<file path="config.mk">
export PLATFORM = sky130hd
export DESIGN_NAME = block_reader
export DESIGN_NICKNAME = d
export VERILOG_FILES = /design/src/rtl/blk_pkg.sv /design/src/rtl/block_reader_rd_tag_pipe.sv /design/src/rtl/block_reader.sv
export SDC_FILE = /design/constraint.sdc
export NUM_CORES = 1
export LEC_CHECK = 0
export ABC_AREA = 1
export BUFFER_PORTS_ARGS = -buffer_cell sky130_fd_sc_hd__clkbuf_2
export CAP_MARGIN = 20
export CORE_MARGIN = 8
export CORE_UTILIZATION = 50
export DETAILED_ROUTE_END_ITERATION = 8
export PLACE_DENSITY = 0.77
export RECOVER_POWER = 100
export SYNTH_ARGS = -nofsm -noshare
export SYNTH_HDL_FRONTEND = slang
export SYNTH_SLANG_ARGS = --single-unit
export TNS_END_PERCENT = 50
</file>
<file path="constraint.sdc">
create_clock -name clk -period 2.65 [get_ports clk]
set_input_delay 0 -clock clk [delete_from_list [all_inputs] [get_ports clk]]
set_output_delay 0 -clock clk [all_outputs]
set_load 0.01 [all_outputs]
</file>
<file path="src/rtl/blk_pkg.sv">
// Shared screen geometry, colour/address widths, FSM state type and the
// framebuffer pixel-address helper for block_reader.
package blk_pkg;

  localparam int SCREEN_W = 160;
  localparam int SCREEN_H = 120;
  localparam int COLOUR_W = 3;
  localparam int ADDR_W   = 15;

  typedef enum logic [1:0] {
    ST_IDLE  = 2'd0,
    ST_READ  = 2'd1,
    ST_DRAIN = 2'd2,
    ST_DONE  = 2'd3
  } state_t;

  // py*160 + px built from two shifts so no multiplier is needed
  function automatic logic [ADDR_W-1:0] pix_addr(input logic [7:0] px,
                                                 input logic [6:0] py);
    logic [ADDR_W-1:0] row;
    row = ADDR_W'(py);
    return (row << 7) + (row << 5) + ADDR_W'(px);
  endfunction

endpackage

</file>
<file path="src/rtl/block_reader_rd_tag_pipe.sv">
// rd_tag_pipe: valid-tag shift register matching the framebuffer read latency,
// so returning data is only used for reads this scan actually issued.
module rd_tag_pipe #(
  parameter int DEPTH = 1
) (
  input  logic clk,
  input  logic resetn,
  input  logic rd_en,
  output logic tag_out
);

  logic [DEPTH-1:0] tag_q, tag_d;

  always_comb begin
    tag_d    = '0;
    tag_d[0] = rd_en;
    for (int i = 1; i < DEPTH; i++) begin
      tag_d[i] = tag_q[i-1];
    end
  end

  // Flushing on reset drops data still in flight from an aborted scan
  always_ff @(posedge clk) begin
    if (!resetn) begin
      tag_q <= '0;
    end else begin
      tag_q <= tag_d;
    end
  end

  assign tag_out = tag_q[DEPTH-1];

endmodule

</file>
<file path="src/rtl/block_reader.sv">
// block_reader: scans a BLOCK_W x BLOCK_H pixel block of the framebuffer and
// reports whether any pixel differs from BG_COLOUR. Macro BLOCK_READER_COUNT_EN
// additionally builds a saturating occupied-pixel counter on occ_count.
module block_reader
  import blk_pkg::*;
#(
  parameter int                  BLOCK_W    = 4,
  parameter int                  BLOCK_H    = 4,
  parameter int                  RD_LATENCY = 1,
  parameter logic [COLOUR_W-1:0] BG_COLOUR  = 3'b000
) (
  input  logic                clk,
  input  logic                resetn,
  input  logic                start,
  input  logic [7:0]          x,
  input  logic [6:0]          y,
  output logic                busy,
  output logic                done,
  output logic                occupied,
  output logic [4:0]          occ_count,
  output logic                mem_rd_en,
  output logic [ADDR_W-1:0]   mem_addr,
  input  logic [COLOUR_W-1:0] mem_rd_data
);

  localparam int CW = (BLOCK_W > 1) ? $clog2(BLOCK_W) : 1;
  localparam int RW = (BLOCK_H > 1) ? $clog2(BLOCK_H) : 1;
  localparam logic [CW-1:0] COL_LAST   = CW'(BLOCK_W - 1);
  localparam logic [RW-1:0] ROW_LAST   = RW'(BLOCK_H - 1);
  localparam logic [2:0]    DRAIN_INIT = 3'(RD_LATENCY - 1);

  state_t        state_q, state_d;
  logic [7:0]    x_q, x_d;
  logic [6:0]    y_q, y_d;
  logic [CW-1:0] col_q, col_d;
  logic [RW-1:0] row_q, row_d;
  logic [2:0]    drain_q, drain_d;
  logic          occupied_q, occupied_d;

  logic [8:0] px;
  logic [7:0] py;
  logic       in_screen;
  logic       tag_out;
  logic       hit;

  // Coordinates carry one extra bit so blocks hanging off the edge never wrap
  assign px        = {1'b0, x_q} + 9'(col_q);
  assign py        = {1'b0, y_q} + 8'(row_q);
  assign in_screen = (px < 9'(SCREEN_W)) && (py < 8'(SCREEN_H));

  assign mem_rd_en = (state_q == ST_READ) && in_screen;
  assign mem_addr  = mem_rd_en ? pix_addr(px[7:0], py[6:0]) : '0;

  rd_tag_pipe #(
    .DEPTH(RD_LATENCY)
  ) u_tag_pipe (
    .clk    (clk),
    .resetn (resetn),
    .rd_en  (mem_rd_en),
    .tag_out(tag_out)
  );

  assign hit = tag_out && (mem_rd_data != BG_COLOUR);

  always_comb begin
    state_d    = state_q;
    x_d        = x_q;
    y_d        = y_q;
    col_d      = col_q;
    row_d      = row_q;
    drain_d    = drain_q;
    occupied_d = occupied_q | hit;
    case (state_q)
      ST_IDLE: begin
        if (start) begin
          x_d        = x;
          y_d        = y;
          col_d      = '0;
          row_d      = '0;
          occupied_d = 1'b0;
          state_d    = ST_READ;
        end
      end
      ST_READ: begin
        if (col_q == COL_LAST) begin
          col_d = '0;
          if (row_q == ROW_LAST) begin
            row_d   = '0;
            drain_d = DRAIN_INIT;
            state_d = ST_DRAIN;
          end else begin
            row_d = row_q + 1'b1;
          end
        end else begin
          col_d = col_q + 1'b1;
        end
      end
      ST_DRAIN: begin
        if (drain_q == 3'd0) begin
          state_d = ST_DONE;
        end else begin
          drain_d = drain_q - 3'd1;
        end
      end
      ST_DONE: begin
        state_d = ST_IDLE;
      end
      default: begin
        state_d = ST_IDLE;
      end
    endcase
  end

  always_ff @(posedge clk) begin
    if (!resetn) begin
      state_q    <= ST_IDLE;
      x_q        <= '0;
      y_q        <= '0;
      col_q      <= '0;
      row_q      <= '0;
      drain_q    <= '0;
      occupied_q <= 1'b0;
    end else begin
      state_q    <= state_d;
      x_q        <= x_d;
      y_q        <= y_d;
      col_q      <= col_d;
      row_q      <= row_d;
      drain_q    <= drain_d;
      occupied_q <= occupied_d;
    end
  end

  assign busy     = (state_q != ST_IDLE);
  assign done     = (state_q == ST_DONE);
  assign occupied = occupied_q;

`ifdef BLOCK_READER_COUNT_EN
  logic [4:0] occ_count_q, occ_count_d;

  always_comb begin
    occ_count_d = occ_count_q;
    if ((state_q == ST_IDLE) && start) begin
      occ_count_d = '0;
    end else if (hit && (occ_count_q != 5'd31)) begin
      occ_count_d = occ_count_q + 5'd1;
    end
  end

  always_ff @(posedge clk) begin
    if (!resetn) begin
      occ_count_q <= '0;
    end else begin
      occ_count_q <= occ_count_d;
    end
  end

  assign occ_count = occ_count_q;
`else
  assign occ_count = 5'd0;
`endif

endmodule

</file>
Word level (Yosys, flattened, before mapping)
Index checks and enable logic that the tools add are counted.
{"block": "totals", "latch_bits": 0, "ff_bits": 26, "n_memories": 0, "input_bits": 21, "ramBits": 0, "rom_bits": 0, "elab_cells": 60, "out_inout_bits": 24}
{"block": "op_classes", "reduce_logical": 14, "mul": 0, "n_shift": 0, "eq_ne": 10, "bitwise_logic": 1, "div": 0, "mux": 18, "add_sub_neg": 7, "order_cmp": 2}
{"cell": "2-to-1 mux 2 bit", "n": 8}
{"cell": "adder 14 x 12 -> 15 bit", "n": 1}
{"cell": "adder 15 x 8 -> 15 bit", "n": 1}
{"cell": "2-to-1 mux 15 bit", "n": 1}
{"cell": "adder 8 x 2 -> 9 bit", "n": 1}
{"cell": "< comparator 9 x 8 -> 1 bit (second input constant)", "n": 1}
{"cell": "2-to-1 mux 3 bit", "n": 3}
{"cell": "adder 7 x 2 -> 8 bit", "n": 1}
{"cell": "== test 2 bit (second input constant)", "n": 4}
{"cell": "< comparator 8 x 7 -> 1 bit (second input constant)", "n": 1}
{"cell": "case mux 2 bit (2 select lines)", "n": 2}
{"cell": "case mux 2 bit (4 select lines)", "n": 1}
{"cell": "AND reduction 4 bit", "n": 2}
{"cell": "!= test 2 bit (second input constant)", "n": 3}
{"cell": "case mux 3 bit (2 select lines)", "n": 1}
{"cell": "nonzero test 2 bit", "n": 3}
{"cell": "adder 2 x 1 -> 2 bit (second input constant)", "n": 2}
{"cell": "!= test 2 x 1 -> 1 bit (second input constant)", "n": 2}
{"cell": "AND reduction 2 bit", "n": 2}
{"cell": "logical AND 1 bit", "n": 3}
{"cell": "logical NOT 3 bit", "n": 1}
{"cell": "AND reduction 3 bit", "n": 1}
{"cell": "nonzero test 3 bit", "n": 1}
{"cell": "subtractor 3 x 1 -> 3 bit (second input constant)", "n": 1}
{"cell": "4 further kinds", "n": 5}

Depth between registers and ports, before layout
{"block": "depth", "word_depth": 5, "depth_mapped": 18, "ltp_nobuf": 18}

Modules after synthesis
A second synthesis with hierarchy kept.
{"block": "hier_totals", "hier_cells": 310, "area_unflattened_um2": 2199.6}
{"mod": "block_reader", "cells_each": 307, "seq_area_each_um2": 500.5, "area_per_inst_um2": 2172.1, "n_inst": 1}
{"mod": "rd_tag_pipe", "cells_each": 3, "seq_area_each_um2": 20.0, "area_per_inst_um2": 27.5, "n_inst": 1}

Worst setup path after synthesis
OpenSTA, ideal clock, no wires.
{"block": "synth_path", "path_kind": "reg-to-output", "from": "register row_q[0]", "to": "output port mem_addr[14]", "slack_ns": -0.160, "n_path_buf": 0, "arrival_time_ns": 2.810, "path_stages_with_launch": 16, "required_time_ns": 2.650, "path_cell_list": "dfxtp_1 > ha_1 > fa_1 > nand2_2 > inv_1 > nor2_1 > inv_1 > fa_1 > fa_1 > inv_1 > nand4_1 > o211ai_1 > nand2_1 > nand2_1 > nand2_1 > nor2_1"}
{"block": "synth_via", "elab_chain_len": 5, "word_cells_on_any_way": 7, "cone_classes": "add/sub: 3; order compare: 1; mux: 1; reduce/logical: 2"}
{"item": "start: declaration", "line": "block_reader.sv:36", "source": "logic [RW-1:0] row_q, row_d;"}
{"item": "start signal: assignment", "line": "block_reader.sv:128", "source": "row_q <= row_d;"}
{"item": "adder 7 x 2 -> 8 bit (*)", "line": "block_reader.sv:48", "source": "assign py = {1'b0, y_q} + 8'(row_q);"}
{"item": "parallel branches: the longest is 3 deep, another holds adder 14 x 12 -> 15 bit"}
{"item": "2-to-1 mux 15 bit (*)", "line": "block_reader.sv:52", "source": "assign mem_addr = mem_rd_en ? pix_addr(px[7:0], py[6:0]) : '0;"}
{"item": "end: declaration", "line": "block_reader.sv:22", "source": "output logic [ADDR_W-1:0] mem_addr,"}
Mark *: on every way between the ends.

Worst setup path after layout
{"block": "layout_path", "from": "register col_q[1]", "to": "output port mem_addr[12]"}
{"block": "layout_via", "elab_chain_len": 5, "word_cells_on_any_way": 6, "cone_classes": "add/sub: 2; order compare: 1; mux: 1; reduce/logical: 2"}
{"item": "start: declaration", "line": "block_reader.sv:35", "source": "logic [CW-1:0] col_q, col_d;"}
{"item": "start signal: assignment", "line": "block_reader.sv:127", "source": "col_q <= col_d;"}
{"item": "adder 8 x 2 -> 9 bit (*)", "line": "block_reader.sv:47", "source": "assign px = {1'b0, x_q} + 9'(col_q);"}
{"item": "parallel branches: the longest is 3 deep, another holds adder 15 x 8 -> 15 bit"}
{"item": "2-to-1 mux 15 bit (*)", "line": "block_reader.sv:52"}
Marks and branches as above.

==> flow_metrics.env <==
export IMPL_status="finished with violations"
export IMPL_violations="setup timing"
export IMPL_grt_pass1_wl_um=8631
export IMPL_ys_async_sr_fraction=0
export IMPL_cp_end_kind="output port"
export IMPL_final_setup_worst_slack_ps=-344.5
export IMPL_holdWs_ps=13.90
export IMPL_setup_worst_path_end="mem_addr[12]"
export IMPL_synth_seq_area_share=0.2373
export IMPL_ff2ff_setup_slack_ps=580
export IMPL_syn_to_final_growth_pct=39.13
export IMPL_synthFlopType="dfxtp_1"
export IMPL_dp_hpwl_um=3909
export IMPL_globalplace_congestion=0.8095
export IMPL_syn_inst=308
export IMPL_r2r_end="u_tag_pipe.tag_out$_SDFF_PN0_"
export IMPL_worst_setup_path_type="flip-flop to output port"
export IMPL_clkLatencyLatePin_ps=260
export IMPL_total_power_mw=2.885
export IMPL_synth_compound_area_frac=0.1078
export IMPL_core_area_sq_mm=0.004294
export IMPL_synth_xor_area_frac=0.03195
export IMPL_ioPinCount=45
export IMPL_io_buffers=39
export IMPL_num_vias=2118
export IMPL_htree_levels=1
export IMPL_crit_path_max_fanout=3
export IMPL_grt_start_max_net_pins=20
export IMPL_cp_data_arrival_time_ps=2990
export IMPL_drt_iter0_drc=55
export IMPL_cts_buffer_depth=2
export IMPL_rsz0062_at_grt="yes"
export IMPL_row_count=24
export IMPL_tritoncts="done"
export IMPL_cts_root_buffer="clkbuf_8"
export IMPL_vdd_drop_max_v=0.0005527
export IMPL_drt_wl_total_um=5402
export IMPL_reg2reg_depth=12
export IMPL_synth_area_per_cell_sq_um=7.121
export IMPL_crit_path_max_incr_delay_ps=370
export IMPL_die_y_um=82.23
export IMPL_clock_sinks=26
export IMPL_wl_per_cell_um=12.53
export IMPL_fin_crit_sh=1.130
export IMPL_cellPowerDensity_mw_per_mm2=945.2
export IMPL_grt_overflow_total=0
export IMPL_post_route_util=0.7107
export IMPL_num_antenna_cells=0
export IMPL_fmax_mhz=334.0
export IMPL_grt_usage=0.1555
export IMPL_antenna_found_initial=0
export IMPL_synth_fa_ha_area_frac=0.1848
export IMPL_synth_top_family_by_area="simple AND/OR/NAND/NOR gates"
export IMPL_start_util=0.5108
export IMPL_path_clk_slew_ps=90
export IMPL_hold_viol=0
export IMPL_synth_simple_area_share=0.3086
export IMPL_finalNonFillerCells=431
export IMPL_fin_tns_setup_ps=-1782
export IMPL_grt_pass1_vias=2088
export IMPL_crit_start="col_q[1]$_SDFFE_PN0P_"
export IMPL_fp_dieW_um=82.23
export IMPL_drv_cap=0
export IMPL_worst_ep_required_time_ps=2650
export IMPL_finalSetupViolations=7
export IMPL_drive_gt1_frac=0.3588
export IMPL_crit_path_top_delay_cell="fa_2"
export IMPL_drt_first_pass_iters=4
export IMPL_drv_slew=0
export IMPL_ys_ff_latch=26
export IMPL_synth_edff_count=0
export IMPL_p_leak_nw=1.448
export IMPL_period_minus_slack_ps=2994
export IMPL_cp_cell_sequence="ha_4 -> nand3_1 -> nand2_2 -> nand4_1 -> nand2_4 -> inv_1 -> fa_2 -> inv_1 -> ha_2 -> buf_4 -> nand4_1 -> o211ai_1 -> buf_4 -> xnor2_2 -> nor2_4 -> buf_6"
export IMPL_syn_cell_area_sq_mm=0.002193
export IMPL_dp_cells=415
export IMPL_startpoint_type="flip-flop"
export IMPL_timing_rr_start="row_q[0]$_SDFFE_PN0P_"
export IMPL_drc_errors=0
export IMPL_min_path_type="input port to flip-flop"
export IMPL_cts_buffers=3
export IMPL_ys_warn_count=0
export IMPL_synthMuxAreaShare=0
export IMPL_nNetsFinal=431
export IMPL_synth_distinct_cells=31
export IMPL_ant_nets=0
export IMPL_finClkSkew_ps=5.758
export IMPL_vias_per_cell=4.914
export IMPL_die_area_sq_mm=0.006762
## worst min path at each step
stage                     from                   to  slack (ps)  cells past startpoint
after floorplan           x[0]  x_q[0]$_SDFFE_PN0P_         170                      2
after global placement    x[0]  x_q[0]$_SDFFE_PN0P_         260                      3
after detailed placement  x[2]  x_q[2]$_SDFFE_PN0P_         260                      3
after CTS                 y[0]  y_q[0]$_SDFFE_PN0P_           5                      3
after global routing      x[6]  x_q[6]$_SDFFE_PN0P_           9                      3
final                     y[0]  y_q[0]$_SDFFE_PN0P_          10                      3
## cell usage in the layout, fill, tap and decap left out, types with 2 or more instances in the layout
| cell type | instances |
|---|---|
| a21oi_1 | 16 |
| a21oi_4 | 3 |
| buf_4 | 29 |
| buf_6 | 6 |
| clkbuf_1 | 4 |
| clkbuf_2 | 30 |
| clkbuf_8 | 3 |
| conb_1 | 5 |
| dfxtp_1 | 22 |
| dfxtp_2 | 4 |
| dlygate4sd3_1 | 7 |
| fa_2 | 4 |
| ha_1 | 14 |
| ha_4 | 11 |
| inv_1 | 42 |
| inv_2 | 7 |
| nand2_1 | 40 |
| nand2_2 | 9 |
| nand2_4 | 4 |
| nand3_1 | 14 |
| nand3_2 | 3 |
| nand4_1 | 5 |
| nor2_1 | 40 |
| nor2_2 | 4 |
| nor2_4 | 10 |
| nor3_1 | 3 |
| o21ai_0 | 22 |
| xnor2_1 | 2 |
| xnor2_2 | 3 |
## metrics by stage
step | setup WS, ps | cell area [sq um]
finish | -344.5 | 3052
global route | -522.7 | 3052
CTS | -361.2 | 2864
detailed placement | -208.2 | 2575
global placement | -107.8 | 2575
floorplan | 15.89 | 2216
## power breakdown
group | internal [mW] | switching (mW) | total [mW]
registers | 0.511 | 0.0942 | 0.606
clock network | 0.202 | 0.119 | 0.321
logic | 0.889 | 1.07 | 1.96
## Yosys cell counts (2+ instances only)
master	instances	area, sq um
o21ai_0	22	110.1
ha_1	26	325.3
buf_4	7	52.55
xnor2_1	6	52.55
dfxtp_1	26	520.5
nand4_1	5	31.28
nand2_1	45	168.9
clkbuf_1	5	18.77
nor2_2	2	12.51
inv_1	47	176.4
nor2_4	9	101.4
inv_2	2	7.510
nand2_4	3	33.78
fa_1	4	80.08
xor2_1	2	17.52
a21oi_1	19	95.09
nand3_1	16	80.08
nand2_2	5	31.28
nor3_1	3	15.01
nor2_1	43	161.4
## worst max-delay path: cells and delay by family (launching register included)
kind	cells	cell delay, ps
AND/OR/NAND/NOR	6	540
AO/OA/AOI/OAI	1	120
XOR/XNOR	1	160
flip-flops	1	350
adder cells (fa/ha/maj)	3	940
buffers and inverters	5	610
## kinds of logic (layout without fill, tap and decap cells)
logic type | after synthesis | count (layout)
and+or+nand+nor | 135 | 135
buffers and inverters | 63 | 130
AOI/OAI and AO/OA | 45 | 45
adders and majority gates | 30 | 30
DFF | 26 | 26
xor gates and xnor gates | 8 | 8
other | 1 | 5
## final cells by class
| cell class | count | area [sq um] |
|---|---|---|
| clock buffers | 3 | 41.29 |
| clock inverters | 1 | 30.03 |
| multi-input cells | 223 | 1680 |
| well taps | 52 | 65.06 |
| fillers | 332 | 1242 |
| repair buffers | 77 | 525.5 |
| flip-flops and latches | 26 | 525.5 |
| inverters | 49 | 183.9 |
## timing repair
item / CTS / global route
setup buffers: 3 / 2
setup endpoints to repair: 8 / 8
hold buffers: 7 / 0
resized for setup: 28 / 35
pin swaps: 26 / 22
hold endpoints to repair: 7 / 0
## routing by layer
metal / GRT usage / part of all wire / vias to the layer above / wire length [um]
li1: - / - / 1101 / -
met1: 0.1657 / 0.40 / 963 / 2160
met2: 0.3015 / 0.54 / 44 / 2932
met3: 0.02273 / 0.041 / 10 / 224
met4: 0.05088 / 0.016 / 0 / 85
met5: 0 / 0 / - / 0
## state kept, by name (all words and copies together) (netlist names)
| name | flops |
|---|---|
| row_q | 2 |
| y_q | 7 |
| u_tag_pipe.tag_out | 1 |
| drain_q | 3 |
| col_q | 2 |
| occupied | 1 |
| x_q | 8 |
| state_q | 2 |
No activity file was read; power rests on OpenSTA's default activity.
